File: config.mk
export PLATFORM = sky130hd
export DESIGN_NAME = pair_match_judge
export DESIGN_NICKNAME = d
export VERILOG_FILES = /design/src/rtl/pair_match_judge.sv
export SDC_FILE = /design/constraint.sdc
export NUM_CORES = 1
export LEC_CHECK = 0
export BUFFER_PORTS_ARGS = -buffer_cell sky130_fd_sc_hd__buf_2
export CORE_ASPECT_RATIO = 1.25
export CORE_MARGIN = 10
export CORE_UTILIZATION = 49
export CTS_BUF_LIST = sky130_fd_sc_hd__clkbuf_8
export DETAILED_ROUTE_END_ITERATION = 7
export PLACE_DENSITY = 0.69
export SLEW_MARGIN = 20
export SYNTH_ARGS = -nofsm -noshare
export SYNTH_HDL_FRONTEND = slang
export SYNTH_SLANG_ARGS = --single-unit
export TNS_END_PERCENT = 10
File: constraint.sdc
create_clock -name CLOCK_50 -period 4.4 [get_ports CLOCK_50]
set_input_delay 0.88 -clock CLOCK_50 [delete_from_list [all_inputs] [get_ports CLOCK_50]]
set_output_delay 0.88 -clock CLOCK_50 [all_outputs]
set_load 0.005 [all_outputs]
File: src/rtl/pair_match_judge.sv
// pair_match_judge
//   Pairs flipped-tile events from the tile-selection FSM. The two selected
//   tile LEDs blink, and then the pair is judged on the colour field. Matched
//   tiles stay lit. The block counts moves and matched pairs, and it flags
//   all_matched once every pair on the board has been found.
//
// Ports
//   CLOCK_50      system clock
//   reset         asynchronous reset, active-high
//   clear         synchronous game clear, same effect as reset
//   flip_valid    1-cycle pulse: a tile was flipped
//   flip_idx      flipped tile index
//   flip_code     tile code {row[10:9], col[8:7], colour[6:1], flipped[0]}
//   flip_ready    high while a flip can be accepted (IDLE / ONE)
//   led_on        matched tiles plus blink-gated selected tiles
//   matched_mask  bit i = tile i permanently matched
//   pair_count    matched pairs so far
//   move_count    completed pair attempts, saturating at 255
//   result_valid  1-cycle pulse at judgement
//   result_match  judgement outcome, held until the next judgement
//   all_matched   high while every pair is matched (DONE)
module pair_match_judge #(
  parameter int NUM_TILES    = 10,
  parameter int BLINK_CYCLES = 25_000_000,
  parameter int BLINK_HALVES = 4
) (
  input  logic                 CLOCK_50,
  input  logic                 reset,
  input  logic                 clear,
  input  logic                 flip_valid,
  input  logic [3:0]           flip_idx,
  input  logic [10:0]          flip_code,
  output logic                 flip_ready,
  output logic [NUM_TILES-1:0] led_on,
  output logic [NUM_TILES-1:0] matched_mask,
  output logic [2:0]           pair_count,
  output logic [7:0]           move_count,
  output logic                 result_valid,
  output logic                 result_match,
  output logic                 all_matched
);

  localparam int TW = (BLINK_CYCLES > 1) ? $clog2(BLINK_CYCLES) : 1;
  localparam int HW = $clog2(BLINK_HALVES + 1);
  localparam logic [TW-1:0] TIMER_LAST = TW'(BLINK_CYCLES - 1);
  localparam logic [HW-1:0] HALF_LAST  = HW'(BLINK_HALVES - 1);
  localparam logic [3:0]    TILES4     = 4'(NUM_TILES);
  localparam logic [2:0]    PAIRS      = 3'(NUM_TILES / 2);

  typedef enum logic [2:0] {S_IDLE, S_ONE, S_BLINK, S_RESOLVE, S_DONE} state_t;

  state_t          state, state_nxt;
  logic [3:0]      idx1, idx2;
  logic [5:0]      colour1, colour2;
  logic [TW-1:0]   timer;
  logic [HW-1:0]   halves;
  logic            phase_on;
  logic            match_hold;

  logic            tile_matched;
  logic            accept, accept_first, accept_second;
  logic            blink_tc, blink_end;
  logic            colour_eq;
  logic [2:0]      pair_inc;

  // Only the colour field takes part in the judgement.
  logic unused_code;
  assign unused_code = ^{flip_code[10:7], flip_code[0]};

  function automatic logic [NUM_TILES-1:0] tile_bit(input logic [3:0] idx);
    tile_bit = '0;
    for (int i = 0; i < NUM_TILES; i++)
      if (idx == 4'(i)) tile_bit[i] = 1'b1;
  endfunction

  // Decoding through a loop avoids indexing past the mask for idx >= NUM_TILES.
  always_comb begin
    tile_matched = 1'b0;
    for (int i = 0; i < NUM_TILES; i++)
      if (flip_idx == 4'(i)) tile_matched = matched_mask[i];
  end

  assign accept        = flip_valid & flip_ready & (flip_idx < TILES4) & ~tile_matched;
  assign accept_first  = accept & (state == S_IDLE);
  assign accept_second = accept & (state == S_ONE) & (flip_idx != idx1);
  assign blink_tc      = (state == S_BLINK) & (timer == TIMER_LAST);
  assign blink_end     = blink_tc & (halves == HALF_LAST);
  assign colour_eq     = (colour1 == colour2);
  assign pair_inc      = pair_count + 3'd1;

  always_ff @(posedge CLOCK_50 or posedge reset) begin
    if (reset) state <= S_IDLE;
    else       state <= state_nxt;
  end

  always_comb begin
    state_nxt = state;
    if (clear) begin
      state_nxt = S_IDLE;
    end else begin
      case (state)
        S_IDLE:    if (accept_first)  state_nxt = S_ONE;
        S_ONE:     if (accept_second) state_nxt = S_BLINK;
        S_BLINK:   if (blink_end)     state_nxt = S_RESOLVE;
        S_RESOLVE: state_nxt = (colour_eq && pair_inc == PAIRS) ? S_DONE : S_IDLE;
        S_DONE:    state_nxt = S_DONE;
        default:   state_nxt = S_IDLE;
      endcase
    end
  end

  // Outputs decode from registers only, so no input reaches an output combinationally.
  always_comb begin
    flip_ready   = (state == S_IDLE) || (state == S_ONE);
    all_matched  = (state == S_DONE);
    result_valid = (state == S_RESOLVE);
    result_match = (state == S_RESOLVE) ? colour_eq : match_hold;
    led_on       = matched_mask;
    if (state == S_ONE)
      led_on = led_on | tile_bit(idx1);
    if (state == S_BLINK && phase_on)
      led_on = led_on | tile_bit(idx1) | tile_bit(idx2);
  end

  always_ff @(posedge CLOCK_50 or posedge reset) begin
    if (reset) begin
      idx1         <= '0;
      idx2         <= '0;
      colour1      <= '0;
      colour2      <= '0;
      timer        <= '0;
      halves       <= '0;
      phase_on     <= 1'b0;
      match_hold   <= 1'b0;
      matched_mask <= '0;
      pair_count   <= '0;
      move_count   <= '0;
    end else if (clear) begin
      idx1         <= '0;
      idx2         <= '0;
      colour1      <= '0;
      colour2      <= '0;
      timer        <= '0;
      halves       <= '0;
      phase_on     <= 1'b0;
      match_hold   <= 1'b0;
      matched_mask <= '0;
      pair_count   <= '0;
      move_count   <= '0;
    end else begin
      if (accept_first) begin
        idx1    <= flip_idx;
        colour1 <= flip_code[6:1];
      end
      if (accept_second) begin
        idx2     <= flip_idx;
        colour2  <= flip_code[6:1];
        timer    <= '0;
        halves   <= '0;
        phase_on <= 1'b1;
        if (move_count != 8'hFF) move_count <= move_count + 8'd1;
      end
      if (state == S_BLINK) begin
        if (blink_tc) begin
          timer    <= '0;
          phase_on <= ~phase_on;
          halves   <= halves + HW'(1);
        end else begin
          timer <= timer + TW'(1);
        end
      end
      if (state == S_RESOLVE) begin
        match_hold <= colour_eq;
        if (colour_eq) begin
          matched_mask <= matched_mask | tile_bit(idx1) | tile_bit(idx2);
          pair_count   <= pair_inc;
        end
      end
    end
  end

endmodule

## After elaboration in Yosys (flattened, before gate mapping)

Index checks and enable logic that the tools add are counted.

| operators by class | value |
|---|---|
| muxes and demuxes | 159 |
| order comparisons | 1 |
| reduce and logical (&&, ||, !) cells | 16 |
| equality and inequality tests | 40 |
| $add $sub $neg | 4 |
| bitwise gates (word level) | 15 |

Operators by type and width:

| kind | count |
|---|---|
| 2-to-1 mux 1 bit | 126 |
| 2-to-1 mux 25 bit | 4 |
| 2-to-1 mux 10 bit | 5 |
| OR 10 bit | 5 |
| == test 4 x 3 -> 1 bit (second input constant) | 12 |
| 2-to-1 mux 3 bit | 12 |
| adder 25 x 1 -> 25 bit (second input constant) | 1 |
| == test 25 bit (second input constant) | 1 |
| == test 4 x 2 -> 1 bit (second input constant) | 6 |
| == test 4 bit (second input constant) | 6 |
| 2-to-1 mux 6 bit | 4 |
| 2-to-1 mux 8 bit | 3 |
| 2-to-1 mux 4 bit | 4 |
| case mux 3 bit (5 select lines) | 1 |
| == test 4 x 1 -> 1 bit (second input constant) | 3 |
| zero test 4 bit | 3 |
| nonzero test 2 bit | 5 |
| == test 3 x 2 -> 1 bit (second input constant) | 3 |
| != test 3 bit (second input constant) | 3 |
| adder 8 x 1 -> 8 bit (second input constant) | 1 |
| AND 1 bit | 8 |
| != test 8 bit (second input constant) | 1 |
| adder 3 x 1 -> 3 bit (second input constant) | 2 |
| == test 3 bit (second input constant) | 2 |
| 11 further kinds | 14 |

| word-level totals | value |
|---|---|
| flip-flop bits (word level) | 74 |
| output and inout port bits | 35 |
| word-level logic and storage cells | 247 |
| input port bits | 19 |

## Logic depth before layout (Yosys ltp)

Gate-level depths: netlist of run 1.

| logic depth | value |
|---|---|
| word-level depth | 19 |
| depth in mapped cells | 9 |
| mapped depth without buffers | 7 |

## Worst setup path before layout of run 1

No wires, ideal clock.

| timing path | value |
|---|---|
| path kind | input -> register |
| from | input port flip_idx[0] |
| to | register move_count[7] |
| slack | 1.530 ns |
| required time | 4.275 ns |
| buffers on the path | 2 |
| arrival | 2.745 ns |
| library setup time | 0.125 ns |
| stages on the path | 8 |
| cells stage by stage | buf_2 mux4_2 a21boi_0 a22o_1 buf_2 o211ai_2 nor4_1 mux2_2 |

| between the ends | value |
|---|---|
| word-level cells in the longest chain between the ends | 17 |
| elaborated cells between the ends (all ways) | 29 |
| those cells by class | order compare: 1; eq/ne: 10; mux: 10; bitwise: 5; reduce/logical: 3 |

RTL lines:

| what | line | RTL |
|---|---|---|
| from (decl) | 31 | `input logic [3:0] flip_idx,` |
| zero test 4 bit | 80 | `if (flip_idx == 4'(i)) tile_matched = matched_mask[i];` |
| 2-to-1 mux 1 bit (10 in series) | 80 |  |
| inverter 1 bit | 83 | `assign accept = flip_valid & flip_ready & (flip_idx < TILES4) & ~tile_matched;` |
| AND 1 bit | 83 |  |
| AND 1 bit | 85 | `assign accept_second = accept & (state == S_ONE) & (flip_idx != idx1);` |
| AND 1 bit (*) | 85 |  |
| nonzero test 2 bit (no source line) (*) | -- |  |
| AND reduction 2 bit (no source line) (*) | -- |  |
| to (signal assigned) | 161 | `if (move_count != 8'hFF) move_count <= move_count + 8'd1;` |
| to (decl) | 37 | `output logic [7:0] move_count,` |

Every way passes the cells marked *; elsewhere a longest branch is shown, timed or not.
A chain may end at the register's enable or synchronous reset.

## Worst setup path after layout of run 1

| timing path | value |
|---|---|
| from | register state[2] |
| to | output port led_on[0] |

| between the ends | value |
|---|---|
| word-level cells in the longest chain between the ends | 5 |
| elaborated cells between the ends (all ways) | 7 |
| those cells by class | eq/ne: 2; mux: 2; bitwise: 2; reduce/logical: 1 |

RTL lines:

| what | line | RTL |
|---|---|---|
| from (decl) | 52 | `state_t state, state_nxt;` |
| from (signal assigned) | 93 | `else state <= state_nxt;` |
| == test 3 x 1 -> 1 bit | 119 | `if (state == S_ONE)` |
| 2-to-1 mux 10 bit | 119 |  |
| OR 10 bit (2 in series) | 122 | `led_on = led_on \| tile_bit(idx1) \| tile_bit(idx2);` |
| 2-to-1 mux 10 bit (*) | 121 | `if (state == S_BLINK && phase_on)` |
| to (decl) | 34 | `output logic [NUM_TILES-1:0] led_on,` |

Marks and branches as above.

==> flow_summary.ini, run 1 <==
[timing]
skew_ps = 12.9
finalSetupViolCount = 0
rsz0062_at_grt = no
fin_crit_sh = 0.691
drv_slew = 0
worst_slack_ps = 1360
hold_viol = 0
worst-slew-pin-transition_ps = 1020
period_needed_ps = 3040
slew_headroom = 0.312
max_freq_ghz = 0.329
fin_setup_tns_ps = 0

[final_layout]
layout.nets = 537
antenna_cells = 0
drive_gt1_frac = 0.168
syn2layout_area_growth_pct = 12.7
fin_cells = 614

[synthesis]
syn_avg_cell_area_um2 = 8.95
synth-edff-count = 0
synth_area_leaders = dfrtp_1, nor2_1, xnor2_1, nand2_1, a21oi_1
yosys.area.top_type = dfrtp_1
syn_area_um2 = 4190
synth_top_area_frac = 0.442
ys_async_sr_fraction = 1.00
ys_seq_area_frac = 0.442
synth_seq_cells = 74
synthesis.nets = 493
postSynthCellCount = 468
synth_ff_type = dfrtp_1
ys.warnings.count = 0
synthDistinctLibCells = 54

[pwr]
vdd_drop_max_uv = 181
p_leak_uw = 0.00209
power_density_nw_per_um2 = 305

[hold_path]
hold_path.class = in2async

[critical_path]
endpoint = led_on[0]
reg2reg_to = timer[21]$_DFFE_PP0P_
endpoint_kind = output port
cp-startpoint = state[2]$_DFFE_PP0P_
crit_path_max_fanout = 10
worstPathArrival_ps = 2160
regToRegStartpoint = state[2]$_DFFE_PP0P_
rrSetupSlack_ps = 1710
worstSetupPathType = reg2out
startpoint_type = flop
reg2regPathDepth = 7
worstPathRequired_ps = 3520

[routing]
vias = 3583
first_iter_violations = 157
drc = 0
drtAntennaViolNets = 0
drtPass1Iterations = 5
wirelength_um = 9910
wl_per_cell_um = 16.1
viasPerCell = 5.84

[die]
core_area_um2 = 8290
initial_utilization = 0.505
die_x_um = 103
die_area_um2 = 12700
rows = 37
io_pins = 54
die_h_um = 123

[global_routing]
busiest_layer = met2
grt_pass1_wl_um = 16800
grt_overflow_total = 0
met1_usage = 0.196
grt_max_degree = 32
met3_usage = 0.0329
grt_usage = 0.163
antenna_found_initial = 0
grt_pass1_vias = 3470
grt_use_met2 = 0.281

[clock_network]
post_cts.repair.setup_buffers = 0
postCtsHoldBufs = 0
cts.htree.levels = 3
cts_buffer_depth = 2
clock_sinks = 74
ctsResizeCount = 0
ctsRootBufferMaster = clkbuf_8
insertion_delay_ps = 370
clk_pin_slew_ps = 90
cts_buffers = 9
cts_tree = done

[place]
gp_congestion = 0.865
place_inst = 598
numPortBuffers = 48
dpl.hpwl_um = 7130
place_ws_ps = 1050

[job]
cap_violations = 0

[outcome]
status = complete, no violations
-- synthesized netlist by cell type, types with 2 or more instances --
library cell  instances
or2_2                 3
nand2b_1              4
a2bb2oi_1             4
nand3_1              30
nand2_1              44
or4_1                 4
and4_1                4
a211oi_1              7
a22oi_1               2
nand4_1               5
buf_1                 2
a221oi_1              3
nor3b_1               3
inv_1                 9
o21ai_0              18
nor4_1               10
xnor2_1              20
o31ai_1               6
dfrtp_1              74
nor3_1               15
and3_1                3
clkbuf_1             15
xor2_1                8
o41ai_1               2
ha_1                  6
nor2b_1              14
o21bai_1              2
a22o_1                5
mux2i_1              12
a21oi_1              30
a31oi_1               2
and2_1                2
nand3b_1              3
nor2_1               68
buf_2                 6
or3_1                 5
-- how the worst min path moves through the flow --
| stage | start | endpoint | slack, ps | depth (start not counted) |
|---|---|---|---|---|
| 3_5_place_dp | timer[24]$_DFFE_PP0P_ | timer[24]$_DFFE_PP0P_ | 470 | 1 |
| 5_1_grt | timer[24]$_DFFE_PP0P_ | timer[24]$_DFFE_PP0P_ | 500 | 1 |
| 4_1_cts | timer[24]$_DFFE_PP0P_ | timer[24]$_DFFE_PP0P_ | 480 | 1 |
| 2_1_floorplan | timer[24]$_DFFE_PP0P_ | timer[24]$_DFFE_PP0P_ | 440 | 1 |
| 3_3_place_gp | timer[24]$_DFFE_PP0P_ | timer[24]$_DFFE_PP0P_ | 460 | 1 |
| 6_report | reset | timer[20]$_DFFE_PP0P_ | 490 | 2 |
-- layout make-up --
| class | instances | area [µm²] |
|---|---|---|
| Clock inverter | 7 | 82.6 |
| Multi-Input combinational cell | 361 | 2200 |
| Inverter | 9 | 33.8 |
| Clock buffer | 9 | 124 |
| Fill cell | 766 | 3570 |
| Timing Repair Buffer | 57 | 308 |
| Tap cell | 97 | 121 |
| Sequential cell | 74 | 1850 |
-- kinds of logic (layout without fill, tap and decap cells) --
kind of cell,count (synthesis),in the layout,share of synthesized area
simple gates,222,222,0.260
mux,16,16,0.0430
fa+ha+maj,6,6,0.0179
flops,74,74,0.442
compound gates,89,89,0.145
buf+inv,33,82,0.0332
xor+xnor,28,28,0.0586
-- placed cells by master, fill, tap and decap left out, drive strengths merged, types with 6 or more instances in the layout --
cell type,instances
a211oi,8
a21oi,30
buf,57
clkbuf,9
dfrtp,74
ha,6
inv,13
mux2i,12
nand2,44
nand3,30
nor2,68
nor2b,14
nor3,15
nor4,10
o21ai,18
o31ai,6
xnor2,20
xor2,8
-- worst max-delay path, cell delays in order, from the launching register on --
cell	delay (ps)
dfrtp_1	500
or3b_4	490
nor3_1	370
a211oi_1	140
a21oi_1	150
buf_2	140
-- flip-flops by register name (all words and copies together) (netlist names) --
| signal | flops |
|---|---|
| phase_on | 1 |
| state | 3 |
| match_hold | 1 |
| idx1 | 4 |
| idx2 | 4 |
| colour1 | 6 |
| colour2 | 6 |
| halves | 3 |
| matched_mask | 10 |
| move_count | 8 |
| pair_count | 3 |
| timer | 25 |
-- report_power, final --
part | switching (µW) | total, µW | internal, µW
registers | 16.9 | 710 | 693
logic | 107 | 166 | 58.8
clock network | 293 | 564 | 272
total | 417 | 1440 | 1020
-- layer usage --
layer	wire length [µm]	up-vias
li1	-	1759
met1	4250	1747
met2	5080	65
met3	454	12
met4	124	0
met5	0	-
-- stage by stage --
stage	power [µW]	area [µm²]	util	hold slack (ps)
5_1_grt	1500	4720	0.569	503
4_1_cts	1460	4720	0.569	484
3_3_place_gp	888	4510	0.544	458
6_report	1440	4720	0.569	486
2_1_floorplan	840	4190	-	437
3_5_place_dp	891	4510	0.544	466
No activity file was read; power rests on OpenSTA's default activity.
==> run 2: changes to the inputs <==
--- a/config.mk
+++ b/config.mk
@@ -11,7 +11,7 @@
 export CORE_UTILIZATION = 49
 export CTS_BUF_LIST = sky130_fd_sc_hd__clkbuf_8
 export DETAILED_ROUTE_END_ITERATION = 7
-export PLACE_DENSITY = 0.69
+export PLACE_DENSITY = 0.72
 export SLEW_MARGIN = 20
 export SYNTH_ARGS = -nofsm -noshare
 export SYNTH_HDL_FRONTEND = slang
==> constraint.sdc (replaced) <==
create_clock -name CLOCK_50 -period 2.6 [get_ports CLOCK_50]
set_input_delay 0.52 -clock CLOCK_50 [delete_from_list [all_inputs] [get_ports CLOCK_50]]
set_output_delay 0.52 -clock CLOCK_50 [all_outputs]
set_load 0.005 [all_outputs]
==> flow_summary.ini, run 2 (same netlist as run 1, synthesis figures left out) <==
[timing]
hold_ws_ps = 136
worst-slew-pin-transition_ps = 509
hold_viol = 0
drv_slew = 0
finalSetupViolCount = 0
skew_ps = 15.1
slew_headroom = 0.658
period_needed_ps = 2500
rsz0062_at_grt = no
fin_crit_sh = 0.960
max_freq_ghz = 0.401

[pwr]
power_density_nw_per_um2 = 509
p_leak_uw = 0.00218
vdd_drop_max_uv = 255

[routing]
drc = 0
drtAntennaViolNets = 0
wl_met1_um = 4170
met3_length_um = 502
viasPerCell = 5.80
route.met2.wl_um = 5110
wl_per_cell_um = 15.9
vias = 3643
top_layer_used = met4
wirelength_um = 9970
drtPass1Iterations = 5
first_iter_violations = 124

[critical_path]
startpoint_type = flop
regToRegStartpoint = state[0]$_DFFE_PP0P_
rrSetupSlack_ps = 260
endpoint_kind = output port
crit_path_max_fanout = 7
reg2reg_to = timer[14]$_DFFE_PP0P_
reg2regPathDepth = 7
worstPathArrival_ps = 1980
worstPathRequired_ps = 2080
worstSetupPathType = reg2out

[die]
core_area_um2 = 8290
die_h_um = 123
die_area_um2 = 12700
rows = 37
die_x_um = 103
io_pins = 54
initial_utilization = 0.505

[clock_network]
clock_sinks = 74
insertion_delay_ps = 370
ctsRootBufferMaster = clkbuf_8
cts_buffer_depth = 2
cts_tree = done
cts.htree.levels = 3
clk_pin_slew_ps = 80
cts_buffers = 9
postCtsHoldBufs = 0

[final_layout]
syn2layout_area_growth_pct = 16.1
largest_reg_flops = 25
layout_common_cells = dfrtp_1, nor2_1, buf_2, nand2_1
antenna_cells = 0
layout.nets = 551
final_common_cell = dfrtp_1
reg_top3 = timer: 25 flops, matched_mask: 10 flops, move_count: 8 flops
largest_register = timer
fin_cells = 628
drive_gt1_frac = 0.192

[place]
place_inst = 612
numPortBuffers = 48
gp_congestion = 0.872
dpl.hpwl_um = 7210

[global_routing]
antenna_found_initial = 0
grt_max_degree = 58
grt_pass1_wl_um = 17100
grt_pass1_vias = 3609
grt_overflow_total = 0
grt_usage = 0.168

[outcome]
status = complete, no violations

[hold_path]
hold_path.class = in2async

[job]
cap_violations = 0
## run 2: layout make-up
| cell class | count | area (µm²) |
|---|---|---|
| Clock inverter | 4 | 50.0 |
| Tap cell | 97 | 121 |
| Clock buffer | 12 | 165 |
| Sequential cell | 74 | 1850 |
| Timing Repair Buffer | 71 | 438 |
| Multi-Input combinational cell | 361 | 2200 |
| Inverter | 9 | 33.8 |
| Fill cell | 695 | 3420 |
## run 2: worst max path at each step
stage | from | end | depth (start not counted)
final | state[0]$_DFFE_PP0P_ | led_on[3] | 5
after global routing | state[0]$_DFFE_PP0P_ | led_on[7] | 5
after CTS | state[0]$_DFFE_PP0P_ | led_on[3] | 5
after detailed placement | flip_idx[0] | timer[21]$_DFFE_PP0P_ | 7
after global placement | flip_idx[0] | timer[21]$_DFFE_PP0P_ | 7
after floorplan | flip_idx[0] | move_count[7]$_DFFE_PP0P_ | 8
## run 2: per-layer routing
metal / up-vias / global-route usage
met5: - / 0
met4: 0 / 0.0698
met2: 68 / 0.282
met1: 1771 / 0.200
met3: 14 / 0.0413
li1: 1790 / -
## run 2: power breakdown
group          internal [µW]  switching [µW]  total (µW)
registers               1170            28.2        1200
clock network            520             443         964
logic                    122             189         312
## run 2: worst max-delay path, cell delays in order (launching register included)
cell	delay (ps)
dfrtp_1	430
or3b_4	470
nor3_2	260
nand3_1	110
a2bb2oi_1	200
buf_2	140
## run 2: repair_timing
action | CTS | global route
gates resized for setup | 1 | 1
pin swaps | 0 | 0
endpoints found under the setup margin | 2 | 1
setup buffers | 0 | 0
## run 2: metrics by stage
stage / setup TNS, ps / total power [µW] / setup WS, ps / utilization / area [µm²]
after global placement: 0 / 1530 / 58.9 / 0.560 / 4640
after floorplan: 0 / 1420 / 90.0 / - / 4190
after CTS: 0 / 2510 / 107 / 0.587 / 4860
after detailed placement: -16.2 / 1540 / -16.2 / 0.560 / 4640
after global routing: 0 / 2600 / 0.237 / 0.587 / 4860
final: 0 / 2480 / 103 / 0.587 / 4860
==> run 3: changes to the inputs <==
--- a/config.mk
+++ b/config.mk
@@ -7,11 +7,9 @@
 export LEC_CHECK = 0
 export BUFFER_PORTS_ARGS = -buffer_cell sky130_fd_sc_hd__buf_2
 export CORE_ASPECT_RATIO = 1.25
-export CORE_MARGIN = 10
-export CORE_UTILIZATION = 49
+export CORE_UTILIZATION = 25
 export CTS_BUF_LIST = sky130_fd_sc_hd__clkbuf_8
 export DETAILED_ROUTE_END_ITERATION = 7
-export PLACE_DENSITY = 0.72
 export SLEW_MARGIN = 20
 export SYNTH_ARGS = -nofsm -noshare
 export SYNTH_HDL_FRONTEND = slang
==> flow_summary.ini, run 3 (same netlist as run 1, synthesis figures left out) <==
[outcome]
status = complete, no violations

[clock_network]
ctsRootBufferMaster = clkbuf_8
cts.htree.levels = 3
cts_buffers = 9
insertion_delay_ps = 360
cts_buffer_depth = 2
post_cts.repair.setup_buffers = 0
clk_pin_slew_ps = 90
clock_sinks = 74
cts_tree = done

[global_routing]
grt_pass1_vias = 3652
grt_max_degree = 64
grt_usage = 0.126
grt_overflow_total = 0
antenna_found_initial = 0
grt_pass1_wl_um = 17800

[die]
die_area_um2 = 17300
die_x_um = 118
io_pins = 54
core_area_um2 = 16300
initial_utilization = 0.257
die_h_um = 147
rows = 52

[job]
cap_violations = 0

[timing]
fin_setup_tns_ps = 0
finalSetupViolCount = 0
hold_ws_ps = 98.1
skew_ps = 9.90
worst-slew-pin-transition_ps = 621
period_needed_ps = 2450
slew_headroom = 0.582
max_freq_ghz = 0.408
fin_crit_sh = 0.943
hold_viol = 0
drv_slew = 0
rsz0062_at_grt = no

[place]
dpl_cell_area_um2 = 4770
dpl.hpwl_um = 7710
gp_congestion = 0.861
numPortBuffers = 48

[final_layout]
largest_reg_flops = 25
final.fill_count = 1717
layout.nets = 546
final_common_cell = dfrtp_1
seqCellArea_um2 = 1850
syn2layout_area_growth_pct = 19.2
antenna_cells = 0
largest_register = timer
final_area_um2 = 4990
reg_top3 = timer: 25 flops, matched_mask: 10 flops, move_count: 8 flops
final_core_util = 0.307
multi_input_area_um2 = 2210
drive_gt1_frac = 0.190
layout_common_cells = dfrtp_1, nor2_1, buf_2, nand2_1

[routing]
first_iter_violations = 234
drtPass1Iterations = 4
drtAntennaViolNets = 0
vias = 3627
wirelength_um = 10600
wl_per_cell_um = 14.3
viasPerCell = 4.89
drc = 0

[critical_path]
endpoint_kind = output port
rrSetupSlack_ps = 260
crit_path_max_fanout = 7
startpoint_type = flop
reg2reg_to = timer[21]$_DFFE_PP0P_
worstPathArrival_ps = 1930
regToRegStartpoint = matched_mask[0]$_DFFE_PP0P_
reg2regPathDepth = 6
worstPathRequired_ps = 2080
worstSetupPathType = reg2out

[pwr]
power_density_nw_per_um2 = 496
p_leak_uw = 0.00215
vdd_drop_max_uv = 215

[hold_path]
hold_path.class = in2async
-- run 3: cell count changes in the layout (fill, tap and decap cells not counted), sizes merged --
cell | before | now
buf | 71 | 66
clkbuf | 12 | 9
clkinv | 1 | 0
clkinvlp | 1 | 2
inv | 10 | 13
-- run 3: cell type report --
| type | instances | share of cell area |
|---|---|---|
| well taps | 216 | 0.0541 |
| multi-input cells | 361 | 0.444 |
| clock buffers | 9 | 0.0248 |
| flip-flops and latches | 74 | 0.371 |
| clock inverters | 7 | 0.0170 |
| inverters | 9 | 0.00677 |
| repair buffers | 66 | 0.0827 |
-- run 3: routing by layer --
metal | part of all wire | GRT usage | vias to the layer above
li1 | - | - | 1766
met1 | 0.43 | 0.148 | 1783
met2 | 0.52 | 0.224 | 64
met3 | 0.034 | 0.0276 | 14
met4 | 0.015 | 0.0481 | 0
met5 | 0 | 0 | -
-- run 3: worst max-delay path by stage --
stage / from / endpoint / slack [ps] / cells past startpoint
after floorplan: flip_idx[0] / move_count[7]$_DFFE_PP0P_ / 90 / 8
after global placement: flip_idx[0] / halves[0]$_DFF_PP0_ / 20 / 9
after detailed placement: flip_idx[0] / timer[14]$_DFFE_PP0P_ / 10 / 8
after CTS: state[0]$_DFFE_PP0P_ / led_on[1] / 40 / 6
after global routing: state[0]$_DFFE_PP0P_ / led_on[3] / 30 / 6
final: state[1]$_DFFE_PP0P_ / led_on[3] / 150 / 5
-- run 3: per-stage QoR --
step | power (µW) | std cells | setup slack, ps
global placement | 1530 | 726 | 21.5
finish | 2480 | 742 | 148
global route | 2600 | 742 | 33.5
CTS | 2510 | 742 | 35.7
detailed placement | 1530 | 726 | 13.7
floorplan | 1420 | 468 | 90.0
-- run 3: repair_timing --
item | in CTS | in global routing
pin swaps | 0 | 0
resized for setup | 2 | 3
setup endpoints to repair | 10 | 9
hold buffers | 0 | 0
-- run 3: critical path: stages (launching register included) --
cell and delay [ps]:
dfrtp_1 460, or3b_4 460, nor3_4 210, nand3_1 110, a2bb2oi_1 190, buf_2 140
-- run 3: power breakdown --
group          internal [µW]  total (µW)  switching (µW)
logic                    118         311             193
registers               1170        1200            29.7
clock network            463         964             501
